File: src/rtl/pwm_seq_ctrl.sv
// Purpose : duty-cycle sequencer/arbiter with internal period counter; drives the pwm pin.
// Latency : target updates 1 clk after a command handshake; duty changes only on the period wrap.
// Backpr. : cmd_ready drops for the whole override (EVT_WAIT/EVT); evt_req is level-sampled, never queued.
//
// Ports:
//   clk, rst                      clock, synchronous active-high reset
//   cmd_valid/cmd_byte/cmd_ready  ASCII command byte handshake
//   evt_req/evt_duty/evt_hold     override request (level), duty, length in periods
//   evt_ack                       one-clock pulse when an override is accepted
//   duty                          duty currently applied to the pwm comparator
//   period_end                    high in the last clock of every period
//   busy                          high whenever the sequencer is not IDLE
//   pwm                           registered PWM output
//
// Build option: define PWM_SOFTSTART_EN to ramp duty by at most STEP per period.
// Without it the duty jumps straight to target at the next period boundary.
// STEP must not exceed PERIOD.

module pwm_seq_ctrl #(
    parameter int unsigned PERIOD = 50_000,
    parameter int unsigned STEP   = 500,
    parameter int unsigned CW     = 28
) (
    input  logic          clk,
    input  logic          rst,
    input  logic          cmd_valid,
    input  logic [7:0]    cmd_byte,
    output logic          cmd_ready,
    input  logic          evt_req,
    input  logic [CW-1:0] evt_duty,
    input  logic [7:0]    evt_hold,
    output logic          evt_ack,
    output logic [CW-1:0] duty,
    output logic          period_end,
    output logic          busy,
    output logic          pwm
);

    localparam logic [CW-1:0] PER_C    = CW'(PERIOD);
    localparam logic [CW-1:0] PER_LAST = CW'(PERIOD - 1);
    localparam logic [CW-1:0] STEP_C   = CW'(STEP);
    localparam logic [CW-1:0] MID_C    = CW'((PERIOD * 2) / 5);
    localparam logic [CW-1:0] ONE_C    = CW'(1);

    localparam logic [7:0] CMD_ZERO = 8'h30;  // '0'
    localparam logic [7:0] CMD_MID  = 8'h63;  // 'c'
    localparam logic [7:0] CMD_FULL = 8'h78;  // 'x'
    localparam logic [7:0] CMD_INC  = 8'h2B;  // '+'
    localparam logic [7:0] CMD_DEC  = 8'h2D;  // '-'

    typedef enum logic [1:0] {
        S_IDLE,
        S_RAMP,
        S_EVT_WAIT,
        S_EVT
    } state_t;

    state_t        state_q, state_d;
    logic [CW-1:0] cnt_q, cnt_d;
    logic [CW-1:0] duty_q, duty_d;
    logic [CW-1:0] target_q, target_d;
    logic [CW-1:0] evt_duty_q, evt_duty_d;
    logic [7:0]    hold_q, hold_d;
    logic          evt_ack_q, evt_ack_d;
    logic          pwm_q, pwm_d;

    logic          wrap;
    logic          arb_open;
    logic          cmd_fire;
    logic [CW-1:0] evt_clamped;
    logic [7:0]    hold_eff;
    logic [CW-1:0] ramp_nxt;

    // ------------------------------------------------------------------
    // Period counter: the wrap clock is the only place duty may change.
    // ------------------------------------------------------------------
    assign wrap  = (cnt_q == PER_LAST);
    assign cnt_d = wrap ? '0 : cnt_q + ONE_C;

    // Commands and overrides are both only taken outside the override.
    assign arb_open = (state_q == S_IDLE) || (state_q == S_RAMP);
    assign cmd_fire = cmd_valid && arb_open;

    assign evt_clamped = (evt_duty > PER_C) ? PER_C : evt_duty;
    assign hold_eff    = (evt_hold == 8'd0) ? 8'd1 : evt_hold;

    // ------------------------------------------------------------------
    // Duty value to apply at the next boundary while heading to target.
    // Always computed from the currently applied duty, so a target change
    // mid-ramp simply redirects from wherever the duty is now.
    // ------------------------------------------------------------------
`ifdef PWM_SOFTSTART_EN
    logic          ramp_up;
    logic [CW-1:0] ramp_diff;

    assign ramp_up   = (target_q > duty_q);
    assign ramp_diff = ramp_up ? (target_q - duty_q) : (duty_q - target_q);

    always_comb begin
        ramp_nxt = target_q;
        if (ramp_diff > STEP_C) begin
            ramp_nxt = ramp_up ? (duty_q + STEP_C) : (duty_q - STEP_C);
        end
    end
`else
    assign ramp_nxt = target_q;
`endif

    // ------------------------------------------------------------------
    // Command decode: saturating +/- on target, unknown bytes swallowed.
    // ------------------------------------------------------------------
    always_comb begin
        target_d = target_q;
        if (cmd_fire) begin
            case (cmd_byte)
                CMD_ZERO: target_d = '0;
                CMD_MID:  target_d = MID_C;
                CMD_FULL: target_d = PER_C;
                CMD_INC:  target_d = (target_q > (PER_C - STEP_C)) ? PER_C : (target_q + STEP_C);
                CMD_DEC:  target_d = (target_q < STEP_C) ? '0 : (target_q - STEP_C);
                default:  target_d = target_q;
            endcase
        end
    end

    // ------------------------------------------------------------------
    // Sequencer FSM. An override request wins over a pending ramp step
    // in the same clock; the step is simply retried after the override.
    // ------------------------------------------------------------------
    always_comb begin
        state_d    = state_q;
        duty_d     = duty_q;
        evt_duty_d = evt_duty_q;
        hold_d     = hold_q;
        evt_ack_d  = 1'b0;

        case (state_q)
            S_IDLE, S_RAMP: begin
                if (evt_req) begin
                    evt_duty_d = evt_clamped;
                    hold_d     = hold_eff;
                    evt_ack_d  = 1'b1;
                    state_d    = S_EVT_WAIT;
                end else if (wrap && (duty_q != target_q)) begin
                    duty_d  = ramp_nxt;
                    state_d = (ramp_nxt == target_q) ? S_IDLE : S_RAMP;
                end else begin
                    // Target may have moved since the last boundary.
                    state_d = (duty_q == target_q) ? S_IDLE : S_RAMP;
                end
            end

            S_EVT_WAIT: begin
                if (wrap) begin
                    duty_d  = evt_duty_q;
                    state_d = S_EVT;
                end
            end

            S_EVT: begin
                if (wrap) begin
                    if (hold_q == 8'd1) begin
                        // Last override period ends: the first ramp step
                        // (or the jump to target) lands on this same wrap.
                        duty_d  = ramp_nxt;
                        state_d = (ramp_nxt == target_q) ? S_IDLE : S_RAMP;
                    end else begin
                        hold_d = hold_q - 8'd1;
                    end
                end
            end

            default: begin
                state_d = S_IDLE;
            end
        endcase
    end

    // Registered compare on next-state values keeps pwm aligned with the
    // cnt/duty pair of the same clock, so a new duty never splits a period.
    assign pwm_d = (cnt_d < duty_d);

    always_ff @(posedge clk) begin
        if (rst) begin
            state_q    <= S_IDLE;
            cnt_q      <= '0;
            duty_q     <= '0;
            target_q   <= '0;
            evt_duty_q <= '0;
            hold_q     <= 8'd0;
            evt_ack_q  <= 1'b0;
            pwm_q      <= 1'b0;
        end else begin
            state_q    <= state_d;
            cnt_q      <= cnt_d;
            duty_q     <= duty_d;
            target_q   <= target_d;
            evt_duty_q <= evt_duty_d;
            hold_q     <= hold_d;
            evt_ack_q  <= evt_ack_d;
            pwm_q      <= pwm_d;
        end
    end

    assign cmd_ready  = arb_open;
    assign evt_ack    = evt_ack_q;
    assign duty       = duty_q;
    assign period_end = wrap;
    assign busy       = (state_q != S_IDLE);
    assign pwm        = pwm_q;

endmodule

File: config.mk
export PLATFORM = sky130hd
export DESIGN_NAME = pwm_seq_ctrl
export DESIGN_NICKNAME = d
export VERILOG_FILES = /design/src/rtl/pwm_seq_ctrl.sv
export SDC_FILE = /design/constraint.sdc
export NUM_CORES = 1
export LEC_CHECK = 0
export BUFFER_PORTS_ARGS = -buffer_cell sky130_fd_sc_hd__buf_2
export CORE_AREA = 5 5 125 115
export DETAILED_ROUTE_END_ITERATION = 8
export DIE_AREA = 0 0 130 120
export GPL_TIMING_DRIVEN = 1
export PLACE_DENSITY = 0.79
export SYNTH_ARGS = -nofsm -noshare
export SYNTH_HDL_FRONTEND = slang
export SYNTH_SLANG_ARGS = --single-unit
File: constraint.sdc
create_clock -name clk -period 5.3 [get_ports clk]
set_input_delay 0.795 -clock clk [delete_from_list [all_inputs] [get_ports clk]]
set_output_delay 0.795 -clock clk [all_outputs]
set_load 0.01 [all_outputs]
* Yosys cells after proc, flatten, opt, wreduce, memory -nomap -nowiden *
Index checks and enable logic that the tools add are counted.

word-level totals
  flip-flop bits (word level) = 124
  bits in latches = 0
  bits in writable memories = 0
  bits in read-only memories = 0
  input bits = 48
  output and inout bits = 33
  logic and storage cells = 72
  memories kept = 0

operators by class
  $add $sub $neg = 4
  multiply operators = 0
  div/mod/pow operators = 0
  $lt $le $gt $ge = 4
  equal/unequal tests = 17
  shift-type cells = 0
  muxes and demuxes = 24
  bitwise gates (word level) = 1
  reduce and logical (&&, ||, !) cells = 14

operator list
  cell                                                    count
  2-to-1 mux 28 bit                                       9
  case mux 28 bit (5 select lines)                        1
  case mux 28 bit (3 select lines)                        1
  > comparator 28 x 16 -> 1 bit (second input constant)   2
  2-to-1 mux 8 bit                                        4
  adder 28 x 1 -> 28 bit (second input constant)          1
  adder 28 x 9 -> 28 bit (second input constant)          1
  equality test 28 x 16 -> 1 bit (second input constant)  1
  equality test 28 bit                                    1
  < comparator 28 bit                                     1
  < comparator 28 x 9 -> 1 bit (second input constant)    1
  != test 28 bit                                          1
  subtractor 28 x 9 -> 28 bit (second input constant)     1
  equality test 8 x 6 -> 1 bit (second input constant)    3
  equality test 8 x 7 -> 1 bit (second input constant)    2
  case mux 8 bit (2 select lines)                         1
  != test 2 bit (second input constant)                   5
  equality test 8 x 1 -> 1 bit (second input constant)    1
  zero test 8 bit                                         1
  2-to-1 mux 2 bit                                        4
  subtractor 8 x 1 -> 8 bit (second input constant)       1
  case mux 2 bit (3 select lines)                         1
  nonzero test 5 bit                                      1
  equality test 2 bit (second input constant)             2
  11 further kinds                                        17

* Logic depth before layout (Yosys ltp) *
Gate-level depths: netlist (run 1).

  word-level depth = 6
  mapped depth = 16
  mapped depth without buffers = 15

* Least setup slack after synthesis (run 1) *
OpenSTA, ideal clock, no wires.

  kind = flip-flop to flip-flop
  start = register target_q[3] (netlist: ramp_nxt[3])
  end = register pwm_q (netlist: pwm)
  library setup time = 79 ps
  arrival = 3,622 ps
  data required time = 5,221 ps
  slack = 1,599 ps
  cell stages (with the launch flop) = 16
  buffers on the path = 2
  period minus slack after synthesis = 3,701 ps
  cell sequence = dfxtp_1 -> clkbuf_1 -> xnor2_1 -> nand4_1 -> or4_1 -> o211ai_1 -> nand2_1 -> clkbuf_1 -> a211oi_1 -> ha_1 -> a21o_1 -> a21o_1 -> a221oi_1 -> o21a_1 -> nand4_1 -> o211ai_1

on the way
  longest elaborated chain between the ends = 6
  elaborated cells on any way between the ends = 8
  those cells by class = order compare (1); eq/ne (1); mux (5); reduce/logical (1)

ends and longest elaborated chain
  element                               line  source
  start, declared                       61    logic [CW-1:0] target_q, target_d;
  start signal, assigned                197   target_q <= target_d;
  != test 28 bit                        144   end else if (wrap && (duty_q != target_q)) begin
  logical AND 1 bit                     144
  2-to-1 mux 28 bit                     144
  2-to-1 mux 28 bit                     139   if (evt_req) begin
  case mux 28 bit (3 select lines) (*)  137   case (state_q)
  < comparator 28 bit (*)               181   assign pwm_d = (cnt_d < duty_d);
  end signal, assigned                  201   pwm_q <= pwm_d;
  end, declared                         65    logic pwm_q, pwm_d;

Mark *: on every way between the ends. The rest lies on a longest branch, timed or not.
A chain may end at the register's enable or synchronous reset.

* Final worst setup path (run 1) *
  start = register cnt_q[0]
  end = register pwm_q (netlist: pwm)

on the way
  longest elaborated chain between the ends = 6
  elaborated cells on any way between the ends = 10
  those cells by class = add/sub (1); order compare (1); eq/ne (1); mux (6); reduce/logical (1)

ends and longest elaborated chain
  element                                                                         line  source
  start, declared                                                                 59    logic [CW-1:0] cnt_q, cnt_d;
  start signal, assigned                                                          195   cnt_q <= cnt_d;
  parallel branches: the longest is 5 deep, another holds adder 28 x 1 -> 28 bit  -
  < comparator 28 bit (*)                                                         181

Every way passes the cells marked *.

==> reports/results.tsv, run 1 <==
metric	value	unit
Synth top area share	32.2	%
Tightest Hold Check Type	reg2reg	
CP max FO	32	
Area contributors post-synth	dfxtp_1 (32%), ha_1 (5.4%), and2_1 (4.4%)	
critical path arrival	4460	ps
Slew Limit Fails	0	
Crit Path Class	reg2reg	
root buffer cell	clkbuf_16	
Flop pwr share	43.4	%
Lkg Pwr	3.80	nW
sequential fraction of the synthesis area	32.2	%
post-synthesis async set-or-reset flop share	0	%
DRC violations left	0	
RSZ-0062 raised after global routing	no	
final antenna-violating net count	0	
Seq cells post-synth	122	
Post-synth top cells	dfxtp_1 (122), clkbuf_1 (59), nand2_1 (56)	
Reg2Reg Setup Slack	1200	ps
Slew @ Worst Pin	1370	ps
Ports	81	
warning count from the yosys run	0	
Resized cells post-CTS	0	
starting density of the core	58.4	%
Switching Share	24.9	%
Cell Area, Synth	7590	sq um
grt ovf	0	
die footprint	15600	sq um
Combinational Power Share	5.9	%
Post-synth top flop	dfxtp_1	
core region area	13000	sq um
pwr dens	252	nW/um^2
wire per inst	20.8	microns
GR peak layer	met1	
RD Place Congestion	1.03	
die width	130	microns
worst vdd ir	229	uV
# diodes	0	
Slew headroom	7.78	%
Clock Path Buffers	2	
fmax	244	MHz
Routed WL	23700	microns
skew final	7.17	ps
Distinct cells, synth	70	
Max-cap violations	0	
Clk pin slew, worst setup/hold paths	60	ps
Synth Instances	910	
via count	7619	
P_int	1.64	mW
Syn Area/Cell	8.34	sq um
die height	120	microns
setup violators final	0	
All-Layer GR Usage	30.5	%
Crit. End Element	flop	
row count	40	
first-pass GRT wire length	37000	microns
Switch Pwr	543	uW
H-tree lvl count	4	
Hold Fails Final Rpt	0	
EDFF count, synth	0	
Tmin final	4100	ps
DP Wirelength	17300	microns
Post-CTS Repair Setup Buffers	0	
Pre-Repair DR Iteration Count	6	
Area Overhead vs Synth	13.7	%
CP startpoint kind	flop	
initial antenna violation count	0	
status	finished clean	
Vias/cell	6.69	
met1 usage	44.4	%
met3 track demand over resource	8.72	%
clk_lat worst skew	440	ps
Critical Path RT	5660	ps
CTS tree	yes	
Iteration-0 DRC Markers	1037	
total CTS buffers	17	
most common cell in the synthesized netlist	dfxtp_1	
clk sink count	122	
Synth Net Count	991	
most area-hungry cell type in the Yosys netlist	dfxtp_1	
share of post-route cells with drive strength above 1	15.0	%
fin crit share	77.4	%
CTS Hold Buffers Added	0	
number of global-route vias before repair	6797	
Total Power	2.18	mW
nets	1039	
Setup TNS	0	ps
IO Port Bufs	80	
met2 Use GR	42.2	%
largest net degree at the start of global routing	46	
Clock power frac	50.8	%
sequential cells by signal (all words and copies together), names as in the netlist:
signal	count
state_q	2
ramp_nxt	26
cnt_q	28
pwm	1
duty	28
evt_ack	1
hold_q	8
evt_duty_q	28
power groups by stage:
| stage | combinational, mW | sequential [mW] | clock [mW] |
|---|---|---|---|
| final | 0.128 | 0.946 | 1.11 |
| after global routing | 0.142 | 0.947 | 1.15 |
| after global placement | 0.123 | 0.964 | 0 |
| after detailed placement | 0.125 | 0.965 | 0 |
| after CTS | 0.126 | 0.945 | 1.11 |
| after floorplan | 0.0807 | 0.959 | 0 |
critical path, stage by stage, from the launching register on:
cell and delay (ps):
dfxtp_1 400, ha_1 230, and3_1 250, nand4b_1 190
a2111oi_2 370, buf_4 260, inv_1 380, and3_1 340
a211oi_1 220, ha_1 290, a21o_1 170, a21o_1 170
a221oi_1 300, o21a_1 190, nand4_1 90, o211ai_1 170
final timing paths:
path,end,depth (start not counted),startpoint
worst max-delay path,pwm$_SDFF_PP0_,15,cnt_q[0]$_SDFF_PP0_
worst min-delay path,evt_duty_q[27]$_SDFFE_PP0P_,2,evt_duty_q[27]$_SDFFE_PP0P_
worst max register to register,pwm$_SDFF_PP0_,15,cnt_q[0]$_SDFF_PP0_
worst min register to register,evt_duty_q[27]$_SDFFE_PP0P_,2,evt_duty_q[27]$_SDFFE_PP0P_
layout by cell type (no fill, tap or decap), types with 10 or more instances in the layout:
master	n
a21o_1	10
dfxtp_1	122
a221o_1	13
nand4_1	26
a31oi_1	13
nor2_1	53
a211oi_1	25
and2_1	53
buf_2	80
ha_1	33
xnor2_1	34
and3_1	24
o211a_1	13
clkbuf_16	17
nand3_1	23
o21ai_0	30
buf_4	18
inv_1	25
o31ai_1	11
nand2_1	56
xor2_1	26
a22o_1	13
o32a_1	11
and4_1	16
a21oi_1	38
nor4_1	20
nor3_1	28
per-layer routing:
layer,vias to the layer above,wire (microns),part of all wire [%]
met2,440,9830,41
met1,3563,10500,44
met3,66,2640,11
met5,-,0,0
li1,3550,-,-
met4,0,781,3.3
kinds of logic after synthesis:
| group | count (synthesis) | synth area share [%] |
|---|---|---|
| buffers and inverters | 94 | 4.84 |
| AOI/OAI and AO/OA | 252 | 24.6 |
| adders and majority gates | 33 | 5.44 |
| and+or+nand+nor | 347 | 25.8 |
| DFF | 122 | 32.2 |
| xor gates and xnor gates | 60 | 6.92 |
| muxes | 2 | 0.264 |
final cells by class:
cell class,instances,area (sq um)
Fill cell,1156,4380
Tap cell,168,210
Clock buffer,18,439
Timing Repair Buffer,98,536
Clock inverter,14,126
Sequential cell,122,2440
Multi-Input combinational cell,694,4790
Inverter,25,93.8
through the flow:
stage | hold slack [ps] | utilization (%) | std cells | instance area, sq um | worst slack (ps)
global placement | 435 | 62.0 | 1107 | 8070 | 1360
CTS | 461 | 66.4 | 1139 | 8640 | 1260
global route | 485 | 66.4 | 1139 | 8640 | 830
detailed placement | 450 | 62.0 | 1107 | 8070 | 1310
finish | 463 | 66.4 | 1139 | 8640 | 1200
floorplan | 419 | - | 910 | 7590 | 1600
No activity file was read; power rests on OpenSTA's default activity.
==> inputs of run 2 (changes only) <==
clock period = 3.9 ns   (was 5.3 ns; I/O delays follow)
==> reports/results.tsv, run 2 (synthesized netlist as in run 1, its figures left out) <==
metric	value	unit	change
status	finished clean		unchanged
most common cell after layout, fill and taps aside	dfxtp_1		unchanged
Crit. End Element	flop		unchanged
CP startpoint kind	flop		unchanged
first-pass GRT wire length	39600	microns	was 37000 microns
fmax	265	MHz	was 244 MHz
# diodes	0		unchanged
skew final	10.5	ps	was 7.17 ps
root buffer cell	clkbuf_16		unchanged
most frequent cells in the layout	dfxtp_1 (122), buf_2 (80), buf_4 (59)		was dfxtp_1 (122), buf_2 (80), nand2_1 (56)
die width	130	microns	unchanged
Max-cap violations	0		unchanged
clk sink count	122		unchanged
die footprint	15600	sq um	unchanged
Iteration-0 DRC Markers	967		was 1037
Slew Limit Fails	0		unchanged
FF-to-FF End	pwm$_SDFF_PP0_		unchanged
Clk pin slew, worst setup/hold paths	60	ps	about the same
Area Overhead vs Synth	18.7	%	was 13.7%
row count	40		unchanged
Reg2Reg Setup Slack	130	ps	was 1200 ps
Routed WL	25500	microns	was 23700 microns
fin crit share	96.7	%	was 77.4%
CTS Hold Buffers Added	0		unchanged
Vias/cell	6.72		was 6.69
Tmin final	3770	ps	was 4100 ps
Placed Instances	1146		was 1107
RD Place Congestion	0.980		was 1.03
DP Wirelength	18500	microns	was 17300 microns
starting density of the core	58.4	%	unchanged
Slew headroom	46.3	%	was 7.78%
total CTS buffers	17		unchanged
share of post-route cells with drive strength above 1	18.4	%	was 15.0%
Ports	81		unchanged
IO Port Bufs	80		unchanged
CP max FO	24		was 32
pwr dens	347	nW/um^2	was 252 nW/um^2
CTS tree	yes		unchanged
DRC violations left	0		unchanged
clk_lat worst skew	420	ps	was 440 ps
nets	1080		was 1039
Fillers	1062		was 1156
largest net degree at the start of global routing	62		was 46
RR Startpoint	cnt_q[0]$_SDFF_PP0_		unchanged
All-Layer GR Usage	32.4	%	was 30.5%
H-tree lvl count	4		unchanged
Slew @ Worst Pin	800	ps	was 1370 ps
Crit Path Class	reg2reg		unchanged
Tightest Hold Check Type	in2reg		was reg2reg
worst vdd ir	293	uV	was 229 uV
setup violators final	0		unchanged
Pre-Repair DR Iteration Count	6		unchanged
wire per inst	21.6	microns	was 20.8 microns
hold_sp	evt_duty[10]		was evt_duty_q[27]$_SDFFE_PP0P_
Setup TNS	0	ps	unchanged
grt ovf	0		unchanged
hold-critical path depth	2		unchanged
initial antenna violation count	0		unchanged
cell count of the worst reg-to-reg path	15		unchanged
Hold Fails Final Rpt	0		unchanged
hold endpoint	evt_duty_q[10]$_SDFFE_PP0P_		was evt_duty_q[27]$_SDFFE_PP0P_
Cell Count, Final, Fillers Out	1180		was 1139
Lkg Pwr	4.05	nW	was 3.80 nW
Critical Path RT	4240	ps	was 5660 ps
Clock Path Buffers	2		unchanged
number of global-route vias before repair	7387		was 6797
core region area	13000	sq um	unchanged
via count	7928		was 7619
final antenna-violating net count	0		unchanged
critical path arrival	4110	ps	was 4460 ps
die height	120	microns	unchanged
run 2: changes by cell type in the layout (fill, tap and decap cells not counted):
cell        delta
clkinvlp_4     -4
a2111oi_2      -1
and4_2         +1
inv_6          +1
o22a_1         -1
clkinv_4       -3
bufinv_16      +3
buf_4         +41
clkbuf_1       +3
a2111oi_4      +1
o22a_2         +1
and4_1         -1
run 2: power breakdown:
part           switching [mW]  total, mW  internal [mW]  leakage [nW]
clock                   0.583       1.67           1.09         0.301
sequential             0.0216       1.29           1.26         0.987
combinational           0.104      0.176         0.0724          2.76
total                   0.708       3.13           2.42          4.05
run 2: layout make-up:
class | instances | area, sq um | area share (%)
clock buffers | 21 | 450 | 5.00
clock inverters | 11 | 169 | 1.87
inverters | 25 | 93.8 | 1.04
multi-input cells | 694 | 4800 | 53.3
flip-flops and latches | 122 | 2440 | 27.1
well taps | 168 | 210 | 2.33
repair buffers | 139 | 843 | 9.36
run 2: per-layer routing:
| metal | vias to the layer above | global-route usage [%] | share of wire [%] |
|---|---|---|---|
| li1 | 3616 | - | - |
| met1 | 3697 | 45.8 | 42 |
| met2 | 549 | 47.0 | 43 |
| met3 | 66 | 9.17 | 12 |
| met4 | 0 | 11.0 | 3.1 |
| met5 | - | 0 | 0 |
run 2: worst max path at each step:
stage | start | endpoint | cells after the start
detailed placement | cnt_q[4]$_SDFF_PP0_ | pwm$_SDFF_PP0_ | 13
floorplan | ramp_nxt[3]$_SDFFE_PP0P_ | pwm$_SDFF_PP0_ | 15
global route | cnt_q[0]$_SDFF_PP0_ | pwm$_SDFF_PP0_ | 15
global placement | cnt_q[4]$_SDFF_PP0_ | pwm$_SDFF_PP0_ | 13
CTS | cnt_q[4]$_SDFF_PP0_ | pwm$_SDFF_PP0_ | 13
finish | cnt_q[0]$_SDFF_PP0_ | pwm$_SDFF_PP0_ | 15
run 2: stage by stage:
step                      hold slack, ps  total power, mW  utilization, %  area (sq um)  setup WS [ps]
after floorplan                      419             1.41               -          7590            199
after detailed placement             462             1.48            64.3          8360            178
after CTS                            384             3.13            69.0          8980            128
after global placement               453             1.48            64.3          8360            293
after global routing                 395             3.22            69.3          9010          -52.9
final                                388             3.13            69.3          9010            131
run 2: critical path, stage by stage, from the launching register on:
cell,delay (ps)
dfxtp_1,410
ha_1,230
and3_1,180
nand4b_1,240
a2111oi_4,450
inv_1,100
buf_4,220
and3_1,200
a211oi_1,450
ha_1,330
nand4_1,140
nor3_1,80
nor3_1,170
o211a_1,250
nand4_1,90
o211ai_1,150
run 2: repair_timing:
action,in CTS,in global routing
buffers inserted,0,2
endpoints found under the setup margin,0,1
resized for setup,0,3
==> inputs of run 3 (changes only) <==
CELL_PAD_IN_SITES_DETAIL_PLACEMENT = 1   (was default)
CELL_PAD_IN_SITES_GLOBAL_PLACEMENT = 1   (was default)
CORE_AREA = 5 5 143 132   (was 5 5 125 115)
DIE_AREA = 0 0 148 137   (was 0 0 130 120)
MAX_ROUTING_LAYER = met4   (was default)
==> reports/results.tsv, run 3 (synthesized netlist as in run 1, its figures left out) <==
metric	value	unit	change
status	finished clean		unchanged
Critical Path RT	4240	ps	about the same
wire per inst	23.4	microns	was 21.6 microns
clk_lat worst skew	420	ps	about the same
Placed Area	8580	sq um	was 8360 sq um
DP Wirelength	21800	microns	was 18500 microns
fin area	9330	sq um	was 9010 sq um
Setup TNS	0	ps	unchanged
number of global-route vias before repair	7971		was 7387
Iteration-0 DRC Markers	570		was 967
most common cell after layout, fill and taps aside	dfxtp_1		unchanged
Slew @ Worst Pin	804	ps	was 800 ps
Flop pwr share	42.2	%	was 41.1%
setup violators final	0		unchanged
starting density of the core	44.1	%	was 58.4%
row count	46		was 40
CP max-delay cell	dfxtp_1		was a2111oi_4
met3 wire len	2110	microns	was 3160 microns
fmax	268	MHz	was 265 MHz
Vias/cell	6.32		was 6.72
critical path arrival	4080	ps	was 4110 ps
Slew Limit Fails	0		unchanged
total CTS buffers	17		unchanged
root buffer cell	clkbuf_16		unchanged
Detail Route met2 WL	13100	microns	was 10900 microns
# diodes	0		unchanged
Area Overhead vs Synth	22.8	%	was 18.7%
via count	7889		was 7928
Reg2Reg Setup Slack	170	ps	was 130 ps
Slew headroom	46.0	%	was 46.3%
Fillers	2041		was 1062
core region area	17200	sq um	was 13000 sq um
Pre-Repair DR Iteration Count	8		was 6
final antenna-violating net count	0		unchanged
Place WS	35.8	ps	was 178 ps
Switching Share	23.7	%	was 22.6%
nets	1102		was 1080
Clock Path Buffers	2		unchanged
Switch Pwr	721	uW	was 708 uW
DRC violations left	0		unchanged
crit path from	duty[24]$_SDFF_PP0_		was cnt_q[0]$_SDFF_PP0_
largest net degree at the start of global routing	62		unchanged
Max-cap violations	0		unchanged
die height	137	microns	was 120 microns
Clock power frac	51.7	%	was 53.3%
Tightest Hold Check Type	in2reg		unchanged
IO Port Bufs	80		unchanged
die footprint	20300	sq um	was 15600 sq um
initial antenna violation count	0		unchanged
FF-to-FF End	pwm$_SDFF_PP0_		unchanged
Tmin final	3730	ps	was 3770 ps
first-pass GRT wire length	45500	microns	was 39600 microns
grt ovf	0		unchanged
P_int	2.32	mW	was 2.42 mW
Hold Fails Final Rpt	0		unchanged
CP endpoint	pwm$_SDFF_PP0_		unchanged
share of post-route cells with drive strength above 1	22.1	%	was 18.4%
clk sink count	122		unchanged
Combinational Power Share	6.1	%	was 5.6%
Metal-1 WL	13400	microns	was 10600 microns
Clk pin slew, worst setup/hold paths	60	ps	about the same
fin worst setup slack	165	ps	was 131 ps
Crit. End Element	flop		unchanged
top sig layer	met4		unchanged
worst vdd ir	273	uV	was 293 uV
CP max FO	7		was 24
CTS tree	yes		unchanged
die width	148	microns	was 130 microns
H-tree lvl count	4		unchanged
cell count of the worst reg-to-reg path	14		was 15
fin crit share	95.8	%	was 96.7%
pwr dens	326	nW/um^2	was 347 nW/um^2
CP max stage delay	490	ps	was 450 ps
Ports	81		unchanged
most frequent cells in the layout	dfxtp_1 (120), buf_2 (81), buf_4 (76)		was dfxtp_1 (122), buf_2 (80), buf_4 (59)
RD Place Congestion	0.955		was 0.980
CP startpoint kind	flop		unchanged
RR Startpoint	duty[24]$_SDFF_PP0_		was cnt_q[0]$_SDFF_PP0_
critical path depth in cells	14		was 15
crit-path leading delay family	compound AO/OA/AOI/OAI gates		unchanged
critical-path cell list	xor2_1 > nor4_2 > nand3_1 > o211ai_1 > nand2_2 > buf_12 > a211oi_2 > ha_1 > a21o_1 > a21o_1 > a221oi_1 > o21a_1 > nand4_1 > o211ai_1		was ha_1 > and3_1 > nand4b_1 > a2111oi_4 > inv_1 > buf_4 > and3_1 > a211oi_1 > ha_1 > nand4_1 > nor3_1 > nor3_1 > o211a_1 > nand4_1 > o211ai_1
Critical path buffers and inverters	1		was 2
Lkg Pwr	4.15	nW	was 4.05 nW
skew final	10.4	ps	was 10.5 ps
Routed WL	29200	microns	was 25500 microns
All-Layer GR Usage	29.7	%	was 32.4%
Crit Path Class	reg2reg		unchanged
run 3: cell count changes in the layout (fill, tap and decap cells not counted), sizes merged:
cell | previous run | this run
buf | 139 | 161
bufinv | 4 | 2
inv | 26 | 25
clkbuf | 21 | 20
clkinv | 5 | 4
clkinvlp | 1 | 5
run 3: worst min path at each step:
stage          cells after the start  slack, ps                           to                        start
2_1_floorplan                      2        420  evt_duty_q[27]$_SDFFE_PP0P_  evt_duty_q[27]$_SDFFE_PP0P_
3_3_place_gp                       2        450  evt_duty_q[27]$_SDFFE_PP0P_  evt_duty_q[27]$_SDFFE_PP0P_
3_5_place_dp                       1        450  evt_duty_q[25]$_SDFFE_PP0P_  evt_duty_q[25]$_SDFFE_PP0P_
4_1_cts                            2        390   evt_duty_q[1]$_SDFFE_PP0P_                  evt_duty[1]
5_1_grt                            2        390  evt_duty_q[13]$_SDFFE_PP0P_                 evt_duty[13]
6_report                           2        400   evt_duty_q[1]$_SDFFE_PP0P_                  evt_duty[1]
run 3: what timing repair did:
action                                  CTS  global route
pin swaps                                 1             6
cloned                                    0             1
buffers inserted                          0             7
endpoints found under the setup margin    1             1
resized for setup                         4            22
hold buffers                              0             0
run 3: cell type report:
type	instances	area, sq um	area share [%]
Multi-Input combinational cell	694	4880	52.3
Sequential cell	122	2440	26.2
Timing Repair Buffer	161	1050	11.2
Clock buffer	20	467	5.00
Tap cell	216	270	2.90
Clock inverter	11	121	1.30
Inverter	25	93.8	1.01
run 3: per-layer routing:
layer / track usage (%) / up-vias
met3: 7.88 / 51
met1: 39.0 / 3881
met2: 45.9 / 290
met5: - / -
met4: 7.44 / 0
li1: - / 3667
run 3: power groups by stage:
| stage | Clock [mW] | Combinational (mW) | Sequential (mW) |
|---|---|---|---|
| after global routing | 1.65 | 0.207 | 1.29 |
| after detailed placement | 0 | 0.184 | 1.31 |
| after CTS | 1.59 | 0.186 | 1.28 |
| after global placement | 0 | 0.179 | 1.31 |
| after floorplan | 0 | 0.110 | 1.30 |
| final | 1.57 | 0.187 | 1.28 |
run 3: metrics by stage:
step | std cells | util [%] | hold WS [ps] | power (mW)
after CTS | 1241 | 53.3 | 387 | 3.06
after global routing | 1249 | 54.2 | 390 | 3.15
final | 1249 | 54.2 | 402 | 3.04
after global placement | 1210 | 49.8 | 447 | 1.49
after detailed placement | 1210 | 49.8 | 452 | 1.50
after floorplan | 910 | - | 419 | 1.41
